### src/rtl/nor_chain_pulse_gen_if.sv
// Control/config/status bundle between a test sequencer and the NOR-chain pulse generator.
interface nor_chain_pulse_gen_if #(
    parameter int unsigned W_WIDTH = 8,
    parameter int unsigned W_COUNT = 8
);
    logic               start;
    logic               abort;
    logic [W_WIDTH-1:0] cfg_high;
    logic [W_WIDTH-1:0] cfg_low;
    logic [W_WIDTH-1:0] cfg_step;
    logic [W_WIDTH-1:0] cfg_min;
    logic [W_COUNT-1:0] cfg_count;
    logic               busy;
    logic               done;
    logic [W_COUNT-1:0] pulse_idx;

    modport master (
        output start, abort, cfg_high, cfg_low, cfg_step, cfg_min, cfg_count,
        input  busy, done, pulse_idx
    );

    modport slave (
        input  start, abort, cfg_high, cfg_low, cfg_step, cfg_min, cfg_count,
        output busy, done, pulse_idx
    );
endinterface

### src/rtl/nor_chain_pulse_gen.sv
// Registered stimulus source for the NOR fanout chain: a train of high pulses whose
// width shrinks by a fixed step per pulse down to a floor, separated by fixed low gaps.
module nor_chain_pulse_gen #(
    parameter int unsigned W_WIDTH = 8,
    parameter int unsigned W_COUNT = 8
) (
    input  logic                   clk,
    input  logic                   rst_n,
    nor_chain_pulse_gen_if.slave   bus,
    output logic                   myin
);
    typedef enum logic [1:0] {IDLE, HIGH, LOW, FIN} state_t;

    state_t             state, state_nx;
    logic [W_WIDTH-1:0] cnt, cnt_nx;
    logic [W_WIDTH-1:0] cur_high, cur_high_nx;
    logic [W_WIDTH-1:0] sh_low, sh_low_nx;
    logic [W_WIDTH-1:0] sh_step, sh_step_nx;
    logic [W_WIDTH-1:0] sh_min, sh_min_nx;
    logic [W_COUNT-1:0] sh_count, sh_count_nx;
    logic [W_COUNT-1:0] idx, idx_nx;
    logic               myin_nx, busy_r, busy_nx, done_r, done_nx;

    logic [W_WIDTH-1:0] gap_len, dec_high, floor_high, next_high;
    logic [W_COUNT-1:0] idx_inc;

    assign bus.busy      = busy_r;
    assign bus.done      = done_r;
    assign bus.pulse_idx = idx;

    // State and all outputs are registered together
    always_ff @(posedge clk or negedge rst_n) begin
        if (!rst_n) begin
            state    <= IDLE;
            cnt      <= '0;
            cur_high <= '0;
            sh_low   <= '0;
            sh_step  <= '0;
            sh_min   <= '0;
            sh_count <= '0;
            idx      <= '0;
            myin     <= 1'b0;
            busy_r   <= 1'b0;
            done_r   <= 1'b0;
        end else begin
            state    <= state_nx;
            cnt      <= cnt_nx;
            cur_high <= cur_high_nx;
            sh_low   <= sh_low_nx;
            sh_step  <= sh_step_nx;
            sh_min   <= sh_min_nx;
            sh_count <= sh_count_nx;
            idx      <= idx_nx;
            myin     <= myin_nx;
            busy_r   <= busy_nx;
            done_r   <= done_nx;
        end
    end

    // Width arithmetic: saturating decrement, then clamp to max(floor, 1)
    always_comb begin
        gap_len    = (sh_low == '0) ? W_WIDTH'(1) : sh_low;
        dec_high   = (cur_high > sh_step) ? (cur_high - sh_step) : '0;
        floor_high = (sh_min == '0) ? W_WIDTH'(1) : sh_min;
        next_high  = (dec_high > floor_high) ? dec_high : floor_high;
        idx_inc    = idx + W_COUNT'(1);
    end

    always_comb begin
        state_nx    = state;
        cnt_nx      = cnt;
        cur_high_nx = cur_high;
        sh_low_nx   = sh_low;
        sh_step_nx  = sh_step;
        sh_min_nx   = sh_min;
        sh_count_nx = sh_count;
        idx_nx      = idx;
        done_nx     = 1'b0;

        unique case (state)
            IDLE: begin
                if (bus.start) begin
                    sh_low_nx   = bus.cfg_low;
                    sh_step_nx  = bus.cfg_step;
                    sh_min_nx   = bus.cfg_min;
                    sh_count_nx = bus.cfg_count;
                    cur_high_nx = bus.cfg_high;
                    idx_nx      = '0;
                    if (bus.cfg_count == '0 || bus.cfg_high == '0) begin
                        state_nx = FIN;
                    end else begin
                        state_nx = HIGH;
                        cnt_nx   = bus.cfg_high - W_WIDTH'(1);
                    end
                end
            end
            HIGH: begin
                if (bus.abort) begin
                    state_nx = FIN;
                end else if (cnt == '0) begin
                    state_nx = LOW;
                    cnt_nx   = gap_len - W_WIDTH'(1);
                end else begin
                    cnt_nx = cnt - W_WIDTH'(1);
                end
            end
            LOW: begin
                if (bus.abort) begin
                    state_nx = FIN;
                end else if (cnt == '0) begin
                    idx_nx = idx_inc;
                    if (idx_inc == sh_count) begin
                        state_nx = FIN;
                    end else begin
                        state_nx    = HIGH;
                        cur_high_nx = next_high;
                        cnt_nx      = next_high - W_WIDTH'(1);
                    end
                end else begin
                    cnt_nx = cnt - W_WIDTH'(1);
                end
            end
            FIN: begin
                state_nx = IDLE;
                done_nx  = 1'b1;
            end
            default: state_nx = IDLE;
        endcase

        // Outputs follow the state being entered on this edge
        myin_nx = (state_nx == HIGH);
        busy_nx = (state_nx == HIGH) || (state_nx == LOW);
    end
endmodule

### src/flat_wrapper.sv
// flat-port wrapper written by rule: the top's interface ports become plain ports
module nor_chain_pulse_gen_flat 
#(
    parameter int unsigned W_WIDTH = 8,
    parameter int unsigned W_COUNT = 8
)
  (clk, rst_n, myin, bus_start, bus_abort, bus_cfg_high, bus_cfg_low, bus_cfg_step, bus_cfg_min, bus_cfg_count, bus_busy, bus_done, bus_pulse_idx);
  nor_chain_pulse_gen_if #(.W_WIDTH(W_WIDTH), .W_COUNT(W_COUNT)) bus_i ();
  input  logic clk;
  input  logic rst_n;
  output logic myin;
  input wire logic [$bits(bus_i.start)-1:0] bus_start;
  input wire logic [$bits(bus_i.abort)-1:0] bus_abort;
  input wire logic [$bits(bus_i.cfg_high)-1:0] bus_cfg_high;
  input wire logic [$bits(bus_i.cfg_low)-1:0] bus_cfg_low;
  input wire logic [$bits(bus_i.cfg_step)-1:0] bus_cfg_step;
  input wire logic [$bits(bus_i.cfg_min)-1:0] bus_cfg_min;
  input wire logic [$bits(bus_i.cfg_count)-1:0] bus_cfg_count;
  output wire logic [$bits(bus_i.busy)-1:0] bus_busy;
  output wire logic [$bits(bus_i.done)-1:0] bus_done;
  output wire logic [$bits(bus_i.pulse_idx)-1:0] bus_pulse_idx;
  assign bus_i.start = bus_start;
  assign bus_i.abort = bus_abort;
  assign bus_i.cfg_high = bus_cfg_high;
  assign bus_i.cfg_low = bus_cfg_low;
  assign bus_i.cfg_step = bus_cfg_step;
  assign bus_i.cfg_min = bus_cfg_min;
  assign bus_i.cfg_count = bus_cfg_count;
  assign bus_busy = bus_i.busy;
  assign bus_done = bus_i.done;
  assign bus_pulse_idx = bus_i.pulse_idx;
  nor_chain_pulse_gen #(.W_WIDTH(W_WIDTH), .W_COUNT(W_COUNT)) u_core (.clk(clk), .rst_n(rst_n), .bus(bus_i), .myin(myin));
endmodule
### config.mk
export PLATFORM = sky130hd
export DESIGN_NAME = nor_chain_pulse_gen_flat
export DESIGN_NICKNAME = d
export VERILOG_FILES = /design/src/rtl/nor_chain_pulse_gen_if.sv /design/src/rtl/nor_chain_pulse_gen.sv /design/src/flat_wrapper.sv
export SDC_FILE = /design/constraint.sdc
export NUM_CORES = 1
export LEC_CHECK = 0
export ABC_CLOCK_PERIOD_IN_PS = 6000
export CORE_MARGIN = 2
export CORE_UTILIZATION = 50
export CTS_BUF_LIST = sky130_fd_sc_hd__clkbuf_8
export CTS_CLUSTER_DIAMETER = 80
export DETAILED_ROUTE_END_ITERATION = 8
export MAX_ROUTING_LAYER = met4
export PLACE_DENSITY = 0.78
export RECOVER_POWER = 50
export SKIP_LAST_GASP = 1
export SLEW_MARGIN = 5
export SYNTH_ARGS = -nofsm -noshare
export SYNTH_HDL_FRONTEND = slang
export SYNTH_SLANG_ARGS = --single-unit
### constraint.sdc
create_clock -name clk -period 6 [get_ports clk]
set_clock_uncertainty 0.1 [all_clocks]
set_input_delay 0.6 -clock clk [delete_from_list [all_inputs] [get_ports clk]]
set_output_delay 0.6 -clock clk [all_outputs]
set_load 0.1 [all_outputs]
; ---- After elaboration in Yosys (flattened, before gate mapping)
; Index checks and enable logic that the tools add are counted.
[classes]
addsub = 6
n_lt_le_gt_ge = 2
n_eq_ne = 13
muxes = 30
n_reduce_logical = 14
[op_table]
columns = op, n
row1 = two-way mux 8 bit, 18
row2 = logical NOT 8 bit, 5
row3 = one-hot mux 8 bit (2 select lines), 2
row4 = subtractor 8 x 1 -> 8 bit (second input constant), 4
row5 = one-hot mux 8 bit (3 select lines), 1
row6 = greater-than comparator 8 bit, 2
row7 = two-way mux 2 bit, 7
row8 = inequality test 2 bit (second input constant), 5
row9 = adder 8 x 1 -> 8 bit (second input constant), 1
row10 = equality test 8 bit, 1
row11 = one-hot mux 2 bit (4 select lines), 1
row12 = subtractor 8 bit, 1
row13 = equality test 2 bit (second input constant), 3
row14 = AND reduction 6 bit, 1
row15 = AND reduction 5 bit, 1
row16 = equality test 2 x 1 -> 1 bit (second input constant), 2
row17 = AND reduction 4 bit, 1
row18 = inequality test 3 bit (second input constant), 1
row19 = nonzero test 3 bit, 1
row20 = logical NOT 2 bit, 1
row21 = logical OR 1 bit, 2
row22 = inequality test 2 x 1 -> 1 bit (second input constant), 1
row23 = AND reduction 2 bit, 1
row24 = nonzero test 2 bit, 1
row25 = two-way mux 1 bit, 1
[totals]
register_bits = 61
inputBits = 44
out_inout_bits = 11
wordCells = 76

; ---- Depth between registers and ports, before layout
; Gate-level depths: netlist of run 1.
[depth]
word_depth = 9
depth_mapped = 24
depth_no_buf = 23

; ---- Worst setup path before layout of run 1
; OpenSTA, ideal clock, no wires.
[synth_timing]
kind = register to register
start = register u_core.cur_high[0]
end = register u_core.cnt[4]
setup_time_ps = 126
t_arrival_ps = 4362
t_required_ps = 5774
path_slack_ps = 1411
stages_incl_launch_ff = 25
n_path_buf = 2
period_less_slack_ps = 4589
cell_sequence = dfrtp_1 inv_1 ha_1 inv_1 fa_1 nand3_1 a21oi_1 o21ai_0 clkbuf_1 nor2_1 ha_1 a211oi_1 o221ai_1 o211ai_1 mux2i_1 nor3_4 buf_6 mux2i_1 inv_1 ha_1 inv_1 nor3_1 mux2i_1 xnor2_1 a21oi_1
[synth_via]
elab_chain_cells = 9
word_cells_on_any_way = 10
classes_between = 2 x add/sub / 2 x order compare / 6 x mux
[synth_lines]
columns = item, line
row1 = start: declaration, nor_chain_pulse_gen.sv:16  ; logic [W_WIDTH-1:0] cur_high, cur_high_nx;
row2 = start signal: assignment, nor_chain_pulse_gen.sv:48  ; cur_high <= cur_high_nx;
row3 = subtractor 8 bit / greater-than comparator 8 bit (equally long branches), nor_chain_pulse_gen.sv:63  ; dec_high = (cur_high > sh_step) ? (cur_high - sh_step) : '0;
row4 = two-way mux 8 bit *, nor_chain_pulse_gen.sv:63
row5 = greater-than comparator 8 bit, nor_chain_pulse_gen.sv:65  ; next_high = (dec_high > floor_high) ? dec_high : floor_high;
row6 = two-way mux 8 bit *, nor_chain_pulse_gen.sv:65
row7 = subtractor 8 x 1 -> 8 bit *, nor_chain_pulse_gen.sv:117  ; cnt_nx = next_high - W_WIDTH'(1);
row8 = two-way mux 8 bit *, nor_chain_pulse_gen.sv:112  ; if (idx_inc == sh_count) begin
row9 = two-way mux 8 bit *, nor_chain_pulse_gen.sv:110  ; end else if (cnt == '0) begin
row10 = two-way mux 8 bit *, nor_chain_pulse_gen.sv:108  ; if (bus.abort) begin
row11 = one-hot mux 8 bit (3 select lines) *, nor_chain_pulse_gen.sv:80  ; unique case (state)
row12 = end signal: assignment, nor_chain_pulse_gen.sv:47  ; cnt <= cnt_nx;
row13 = end: declaration, nor_chain_pulse_gen.sv:15  ; logic [W_WIDTH-1:0] cnt, cnt_nx;
; Mark *: on every way between the ends. The rest lies on a longest branch, timed or not. The select of a mux whose other input is x is not followed.
; A chain may end at the register's enable or synchronous reset.

; ---- Worst setup path after layout of run 1
[layout_timing]
start = register u_core.cur_high[0]
end = register u_core.cnt[6]
; The elaborated chain is that of the path after synthesis.

==> run metrics, run 1 <==
MaxCap Viol Count 2; Hold-fix buffers, CTS 0; CP Cell Sequence inv_1 > ha_1 > inv_1 > fa_1 > nand3_1 > a21oi_1 > o21ai_1 > nor3_1 > ha_1 > o21ai_0 > o221ai_1 > o211ai_1 > mux2i_1 > nor3_4 > mux2i_1 > ha_1 > inv_1 > nor4_1 > o31ai_2; Total GRT Usage 25.0%; Final period util 87.4%; final setup vio count 0; gpl congestion 1.02; DR WL/cell 17.2 um; WL final 11.2 mm; outcome complete, but fails checks; net count after synthesis 559; register-to-register setup slack 760 ps; clock slew seen by the registers of the worst setup and hold paths 80 ps; ys flop type dfrtp_1; Syn Inst Count 488; Die ar. 9860 um^2; Worst Hold Class register to register; Port-buffer cells 54; register area share after synthesis 33.6%; H-tree Lvls 3; CTS tree built; Fillers 750; Mean Syn Cell Area 9.31 um^2; Crit Path Class register to register; max_slew headroom -116%; core area 8760 um^2; via count 3849; post-route antenna net violation count 0; Clock Latency Late Sink 360 ps; post-route minimum period 5240 ps; num ports 55; warnings from Yosys 0; Final Hold Viols 0; Post-synth EDFFs 0; area grow syn2layout 17.1%; grt total ovfl 0; Max Freq 191 MHz; Critical Path Start Type register; Core Rows 34; Async SR Flop Fraction 100%; crit-path max cell delay 660 ps; most common cell after layout, fill and taps aside dfrtp_1; most frequent cells in the layout dfrtp_1 (61), clkdlybuf4s50_1 (53), nor2_1 (43); die height 99.3 um; synthesized cell area 4540 um^2; antenna diode count 0; arrival time worst endpoint 5370 ps; hold path cells 1; busiest grt layer met2; DRC 0; Final nets 608; Synth cell types 65; CP max-delay cell o21ai_1; worst hold path endpoint u_core.sh_step[5]; violated checks max-capacitance violations, max-slew violations; WP data required 6130 ps; Global Route met3 Usage 3.16%; drt first pass iters 5; slew at the pin closest to its max-slew limit 3230 ps; RSZ-0062 raised after global routing false; Worst R2R End u_core.cnt[6]; met2 GRT Util 38.3%; Max Root-Sink Buffers 2; Vias/cell 5.92; FF-to-FF path depth 19; hold path start u_core.sh_step[5]; post-CTS setup buffer count 0; CP Max Fanout 12; Setup crit end kind register; CTS root buffer clkbuf_8; number of global-route vias before repair 3869; Seq cells post-synth 61; first-pass GRT wire length 19.0 mm; largest net degree at the start of global routing 62; Die W 99.3 um; DR iter-0 viols 231; initial antenna violation count 0; Num CTS Buffers 9; met1 GRT Util 34.5%; Clock Sinks 61; Slew Limit Fails 95; ratio of cells with drive above 1 in the final layout 14.2%; Final TNS setup 0 ps; dpl hpwl 8.42 mm; reg2reg start u_core.cur_high[0]; initial core utilization 51.8%
cells by family (layout without fill, tap and decap cells):
| logic type | count (synthesis) | in the layout | synth area share, % |
|---|---|---|---|
| DFF | 61 | 61 | 33.6 |
| and+or+nand+nor | 148 | 148 | 16.8 |
| muxes | 54 | 54 | 13.1 |
| buffers and inverters | 54 | 108 | 4.93 |
| xor gates and xnor gates | 36 | 36 | 7.55 |
| AOI/OAI and AO/OA | 108 | 108 | 16.4 |
| adders and majority gates | 27 | 27 | 7.60 |
stage by stage:
step,cell area (um^2),instances,setup WS [ps],utilization (%),hold slack [ps]
4_1_cts,5330,650,497,60.8,343
3_3_place_gp,5140,634,608,58.7,390
6_report,5320,650,759,60.7,408
2_1_floorplan,4540,488,1410,-,204
5_1_grt,5320,650,349,60.7,429
3_5_place_dp,5140,634,577,58.7,394
timing repair:
item,in CTS,in global routing
resized for setup,0,1
endpoints found under the hold margin,0,0
endpoints found under the setup margin,0,2
layer usage:
| layer | share of wire (%) | vias up |
|---|---|---|
| met5 | 0 | - |
| met4 | 1.4 | 0 |
| met3 | 4.9 | 13 |
| met2 | 45 | 123 |
| met1 | 48 | 1852 |
| li1 | - | 1861 |
critical path: cells and delay by family, from the launching register on:
kind	cells	cell delay, ps
AOI/OAI and AO/OA	6	1540
and+or+nand+nor	4	1230
DFF	1	390
adders and majority gates	4	1130
muxes	2	510
buffers and inverters	3	220
synth_stat cells, types with 5 or more instances:
cell	number	area share (%)
dfrtp_1	61	34
nor2_1	43	3.6
mux2_2	42	10
inv_1	35	2.9
o21ai_0	28	3.1
nand2_1	27	2.2
ha_1	26	7.2
a21oi_1	25	2.8
xnor2_1	19	3.7
nor3_1	16	1.8
xor2_1	15	2.9
nand3_1	14	1.5
mux2i_1	12	2.6
clkbuf_1	11	0.91
nor4_1	7	0.96
o211ai_1	7	1.2
and3_1	6	0.83
or3_1	6	0.83
o21a_1	5	0.83
o31ai_1	5	0.83
or2_2	5	0.69
area by class of cell:
cell class                 count  area (um^2)  share of cell area [%]
inverter                      35          131                    2.47
tap                          108          135                    2.54
timing repair buffer          57          551                    10.3
multi-input combinational    373         2790                    52.5
sequential                    61         1530                    28.7
clock buffer                  11          151                    2.85
clock inverter                 5         33.8                   0.635
sequential cells by signal (all words and copies together) (netlist names):
| signal | cells |
|---|---|
| u_core.bus.busy | 1 |
| u_core.myin | 1 |
| u_core.sh_count | 8 |
| u_core.cur_high | 8 |
| u_core.cnt | 8 |
| u_core.bus.pulse_idx | 8 |
| u_core.sh_min | 8 |
| u_core.bus.done | 1 |
| u_core.sh_step | 8 |
| u_core.sh_low | 8 |
| u_core.state | 2 |
how the worst max path moves through the flow:
| stage | endpoint | startpoint | slack (ps) | cells past startpoint |
|---|---|---|---|---|
| 3_5_place_dp | u_core.cnt[4] | u_core.cur_high[0] | 580 | 22 |
| 5_1_grt | u_core.cnt[4] | u_core.cur_high[0] | 350 | 22 |
| 6_report | u_core.cnt[6] | u_core.cur_high[0] | 760 | 19 |
| 3_3_place_gp | u_core.cnt[6] | u_core.cur_high[0] | 610 | 19 |
| 2_1_floorplan | u_core.cnt[4] | u_core.cur_high[0] | 1410 | 24 |
| 4_1_cts | u_core.cnt[4] | u_core.cur_high[0] | 500 | 22 |
Power of run 1 is left out: the tool's default activity adds up to more than one toggle a clock period on the data nets, which glitch-free logic cannot reach.
==> run 2: changes to the inputs <==
- ABC_CLOCK_PERIOD_IN_PS: 6000 -> 4600
- PLACE_DENSITY: 0.78 -> 0.81
- clock period: 6 -> 4.6 ns (I/O delays scaled with it)
==> run 2 against run 1 <==
Against the previous run: the flow still finishes with violations (max-capacitance violations, max-slew violations); critical path type unchanged; via count grew 2.7%; highest routed layer unchanged; sequential share of layout area shrank 0.88 points; hold slack lost 1.0 ps; worst setup slack lost 580 ps; count of clock-buffer cells in the layout is the same.
==> run metrics, run 2 (synthesis results as in run 1) <==
clock slew seen by the registers of the worst setup and hold paths 70 ps (was 80 ps); Crit Path Class register to register (unchanged); Total GRT Usage 23.4% (was 25.0%); area grow syn2layout 20.8% (was 17.1%); crit-path max cell delay 410 ps (was 660 ps); CP most frequent cell ha_1; Max Freq 226 MHz (was 191 MHz); FF-to-FF path depth 20 (was 19); Clock Sinks 61 (unchanged); dpl hpwl 8.23 mm (was 8.42 mm); Hold-fix buffers, CTS 0 (unchanged); Final nets 623 (was 608); die height 99.3 um (unchanged); Max Root-Sink Buffers 2 (unchanged); worst hold path endpoint u_core.sh_step[4] (was u_core.sh_step[5]); post-route minimum period 4420 ps (was 5240 ps); initial core utilization 51.8% (unchanged); final setup vio count 0 (unchanged); hold path cells 1 (unchanged); Worst Hold Class register to register (unchanged); ratio of cells with drive above 1 in the final layout 18.3% (was 14.2%); initial antenna violation count 0 (unchanged); Fillers 721 (was 750); CP Cell Sequence ha_1 > nor2b_2 > o2111a_1 > a2111oi_4 > xor2_1 > nor2_1 > ha_1 > nand4_1 > or2_4 > o211ai_1 > a21boi_2 > nor3_4 > mux2i_1 > inv_1 > ha_1 > inv_1 > nor3_1 > mux2i_1 > xnor2_1 > a21oi_1 (was inv_1 > ha_1 > inv_1 > fa_1 > nand3_1 > a21oi_1 > o21ai_1 > nor3_1 > ha_1 > o21ai_0 > o221ai_1 > o211ai_1 > mux2i_1 > nor3_4 > mux2i_1 > ha_1 > inv_1 > nor4_1 > o31ai_2); hold path start u_core.sh_step[4] (was u_core.sh_step[5]); post-route antenna net violation count 0 (unchanged); outcome complete, but fails checks (unchanged); WP data required 4730 ps (was 6130 ps); number of global-route vias before repair 3691 (was 3869); most frequent cells in the layout dfrtp_1 (61), clkdlybuf4s50_1 (53), nor2_1 (43) (unchanged); reg2reg start u_core.cur_high[1] (was u_core.cur_high[0]); grt total ovfl 0 (unchanged); CTS tree built (unchanged); antenna diode count 0 (unchanged); violated checks max-capacitance violations, max-slew violations (unchanged); Final TNS setup 0 ps (unchanged); DR iter-0 viols 291 (was 231); DR WL/cell 17.0 um (was 17.2 um); Clock Latency Late Sink 350 ps (was 360 ps); register-to-register setup slack 180 ps (was 760 ps); placed cell count 645 (was 634); Critical Path Start Type register (unchanged); Setup crit end kind register (unchanged); most common cell after layout, fill and taps aside dfrtp_1 (unchanged); Num CTS Buffers 9 (unchanged); Vias/cell 5.94 (was 5.92); via count 3951 (was 3849); gpl congestion 0.916 (was 1.02); RSZ-0062 raised after global routing true (was false); Die ar. 9860 um^2 (unchanged); Worst R2R End u_core.cnt[4] (was u_core.cnt[6]); Port-buffer cells 54 (unchanged); DRC 0 (unchanged); CTS root buffer clkbuf_8 (unchanged); Core Util, Final 62.6% (was 60.7%); Layout Cells excl Fill 665 (was 650); WL final 11.3 mm (was 11.2 mm); largest net degree at the start of global routing 62 (unchanged); first-pass GRT wire length 17.9 mm (was 19.0 mm); H-tree Lvls 3 (unchanged); core area 8760 um^2 (unchanged); Final period util 96.2% (was 87.4%); max_slew headroom -121% (was -116%); Die W 99.3 um (unchanged); num ports 55 (unchanged); drt first pass iters 6 (was 5); arrival time worst endpoint 4550 ps (was 5370 ps); Slew Limit Fails 93 (was 95); slew at the pin closest to its max-slew limit 3320 ps (was 3230 ps); Core Rows 34 (unchanged); CP delay by family, top simple AND/OR/NAND/NOR gates (was compound AO/OA/AOI/OAI gates); worst path bufs/invs 2 (was 3); CP max-delay cell dfrtp_1 (was o21ai_1); Final Hold Viols 0 (unchanged); CP Max Fanout 5 (was 12); MaxCap Viol Count 2 (unchanged)
## run 2: cell types whose count changed in the layout (fill, tap and decap cells not counted), sizes merged
| cell | change |
|---|---|
| buf | +15 |
| inv | -1 |
| clkinv | -1 |
| clkinvlp | +2 |
## run 2: through the flow
stage                     instance area [um^2]  hold slack [ps]  setup slack, ps
after floorplan                           4540             64.4             11.3
after global placement                    5230              391              120
after detailed placement                  5230              393            -92.6
after CTS                                 5410              205             44.0
after global routing                      5490              426             -123
final                                     5490              407              177
## run 2: final cells by class
cell class / instances / area [um^2] / share of cell area [%]
multi-input combinational: 373 / 2850 / 51.8
sequential: 61 / 1530 / 27.8
timing repair buffer: 72 / 663 / 12.1
clock buffer: 11 / 151 / 2.76
tap: 108 / 135 / 2.46
inverter: 35 / 131 / 2.39
clock inverter: 5 / 35.0 / 0.638
## run 2: layer usage
layer,global-route usage [%],vias to the layer above,part of all wire [%]
met1,32.5,1887,46
li1,-,1891,-
met5,-,-,0
met4,7.80,0,1.9
met3,3.30,24,6.1
met2,35.5,149,46
## run 2: repair_timing
item                                    CTS  global route
endpoints found under the setup margin    7            12
pin swaps                                 0             8
buffers inserted                          0             5
resized for setup                         1            15
## run 2: how the worst max path moves through the flow
stage	slack [ps]	startpoint	cells past startpoint	endpoint
after global placement	120	u_core.cur_high[0]	22	u_core.cnt[1]
after detailed placement	-90	u_core.cur_high[0]	22	u_core.cnt[1]
after floorplan	10	u_core.cur_high[0]	24	u_core.cnt[4]
after CTS	40	u_core.sh_step[1]	21	u_core.cnt[1]
final	180	u_core.cur_high[1]	20	u_core.cnt[4]
after global routing	-120	u_core.sh_step[1]	21	u_core.cnt[1]
## run 2: worst register-to-register path, cell delays in order, from the launching register on
cell	delay, ps
dfrtp_1	410
ha_1	300
nor2b_2	170
o2111a_1	260
a2111oi_4	310
xor2_1	260
nor2_1	120
ha_1	340
nand4_1	140
or2_4	290
o211ai_1	120
a21boi_2	110
nor3_4	270
mux2i_1	290
inv_1	70
ha_1	170
inv_1	140
nor3_1	60
mux2i_1	170
xnor2_1	130
a21oi_1	80
Power of run 2 is left out for the same reason.
==> run 3: changes to the inputs <==
- PLACE_DENSITY: 0.81 -> default
- PLACE_DENSITY_LB_ADDON: default -> 0.12
- SETUP_SLACK_MARGIN: default -> 0.1
==> run 3 against run 2 <==
Against the previous run: hold slack worse by 1.6 ps; the run still ends with max-capacitance violations, max-slew violations left; via count down 0.33%; count of clock-buffer cells in the layout down 1; register-to-register slack better by 120 ps; critical path type unchanged; first-iteration DRC count down 22%; core utilization up 0.36 points; non-clock buffer count down 4; global-route usage up 0.76 points.
==> run metrics, run 3 (synthesis results as in run 1) <==
Max Root-Sink Buffers 2 (unchanged); violated checks max-capacitance violations, max-slew violations (unchanged); Setup crit end kind register (unchanged); largest net degree at the start of global routing 62 (unchanged); Die W 99.3 um (unchanged); RSZ-0062 raised after global routing false (was true); Worst Hold Class register to register (unchanged); MaxCap Viol Count 1 (was 2); core area 8760 um^2 (unchanged); Vias/cell 5.97 (was 5.94); Critical Path Start Type register (unchanged); outcome complete, but fails checks (unchanged); Final TNS setup 0 ps (unchanged); antenna diode count 0 (unchanged); ratio of cells with drive above 1 in the final layout 19.7% (was 18.3%); grt total ovfl 0 (unchanged); Num CTS Buffers 9 (unchanged); Final nets 619 (was 623); initial antenna violation count 0 (unchanged); Slew Limit Fails 62 (was 93); via count 3938 (was 3951); Fillers 747 (was 721); CTS root buffer clkbuf_8 (unchanged); num ports 55 (unchanged); most common cell after layout, fill and taps aside dfrtp_1 (unchanged); first-pass GRT wire length 18.6 mm (was 17.9 mm); final setup vio count 0 (unchanged); WL final 11.3 mm (about the same); Clock Sinks 61 (unchanged); gpl congestion 0.917 (was 0.916); H-tree Lvls 3 (unchanged); Max Freq 232 MHz (was 226 MHz); dpl hpwl 8.31 mm (was 8.23 mm); post-route minimum period 4310 ps (was 4420 ps); initial core utilization 51.8% (unchanged); number of global-route vias before repair 3793 (was 3691); register-to-register setup slack 290 ps (was 180 ps); DRC 0 (unchanged); drt first pass iters 4 (was 6); Port-buffer cells 54 (unchanged); DR WL/cell 17.2 um (was 17.0 um); max_slew headroom -118% (was -121%); Final period util 93.6% (was 96.2%); Core Rows 34 (unchanged); arrival time worst endpoint 4430 ps (was 4550 ps); Clock Latency Late Sink 350 ps (about the same); WP data required 4730 ps (about the same); CP Max Fanout 3 (was 5); die height 99.3 um (unchanged); Die ar. 9860 um^2 (unchanged); Layout Cells excl Fill 660 (was 665); Total GRT Usage 24.2% (was 23.4%); placed cell count 643 (was 645); clock slew seen by the registers of the worst setup and hold paths 70 ps (about the same); slew at the pin closest to its max-slew limit 3270 ps (was 3320 ps); post-route antenna net violation count 0 (unchanged); CTS tree built (unchanged); area grow syn2layout 21.5% (was 20.8%); Final Hold Viols 0 (unchanged); most frequent cells in the layout dfrtp_1 (61), clkdlybuf4s50_1 (53), nor2_1 (43) (unchanged); Crit Path Class register to register (unchanged); DR iter-0 viols 228 (was 291)
-- run 3: changes by cell type in the layout (fill, tap and decap cells not counted), sizes merged --
cell,change
clkbuf,-2
inv,+1
clkinvlp,-1
buf,-3
-- run 3: per-stage QoR --
step / setup slack [ps] / utilization [%] / hold WS (ps) / cell area, um^2
global route: 2.97 / 63.0 / 438 / 5520
finish: 294 / 63.0 / 406 / 5520
detailed placement: 68.0 / 59.5 / 393 / 5210
floorplan: 117 / - / 64.4 / 4540
CTS: 114 / 61.5 / 208 / 5390
global placement: 280 / 59.5 / 389 / 5210
-- run 3: path summary, 6_finish.rpt --
kind / from / endpoint / cells after the start
min in group asynchronous: rst_n / u_core.bus.busy / 2
hold / removal: u_core.sh_step[2] / u_core.sh_step[2] / 1
setup / recovery: u_core.cur_high[0] / u_core.cnt[1] / 23
hold reg to reg: u_core.sh_step[2] / u_core.sh_step[2] / 1
setup reg to reg: u_core.cur_high[0] / u_core.cnt[1] / 23
max in group asynchronous: rst_n / u_core.sh_min[6] / 2
-- run 3: what timing repair did --
item                                    4_1_cts  5_1_grt
resized for setup                             2       31
buffers inserted                              0        2
pin swaps                                     0       16
endpoints found under the hold margin         0        0
hold buffers                                  0        0
endpoints found under the setup margin        2       13
-- run 3: critical path, cell delays in order, from the launching register on --
cell      delay, ps
dfrtp_1         380
inv_1            60
ha_2            200
inv_1            70
fa_2            360
nand3_2         110
a21boi_0        100
o21a_1          210
nor3_2          210
nor3_4           80
ha_1            320
nand4_1         140
or2_4           290
o211ai_1         90
mux2i_1         140
nor3_4          280
mux2i_2         290
inv_2            70
ha_4            270
nor2_1           40
o21ai_1         130
nand3_1          80
o21ai_1         100
o21ai_1          70
-- run 3: metal layers --
metal	global-route usage [%]	wire length (um)
met1	33.9	5230
met2	35.6	5270
met3	3.65	578
met4	9.17	255
met5	-	0
-- run 3: layout make-up --
| type | instances | area (um^2) | share of cell area (%) |
|---|---|---|---|
| Sequential cell | 61 | 1530 | 27.7 |
| Multi-Input combinational cell | 373 | 2910 | 52.7 |
| Clock inverter | 5 | 36.3 | 0.657 |
| Timing Repair Buffer | 68 | 641 | 11.6 |
| Tap cell | 108 | 135 | 2.45 |
| Inverter | 35 | 134 | 2.43 |
| Clock buffer | 10 | 138 | 2.49 |
Power of run 3 is left out for the same reason.
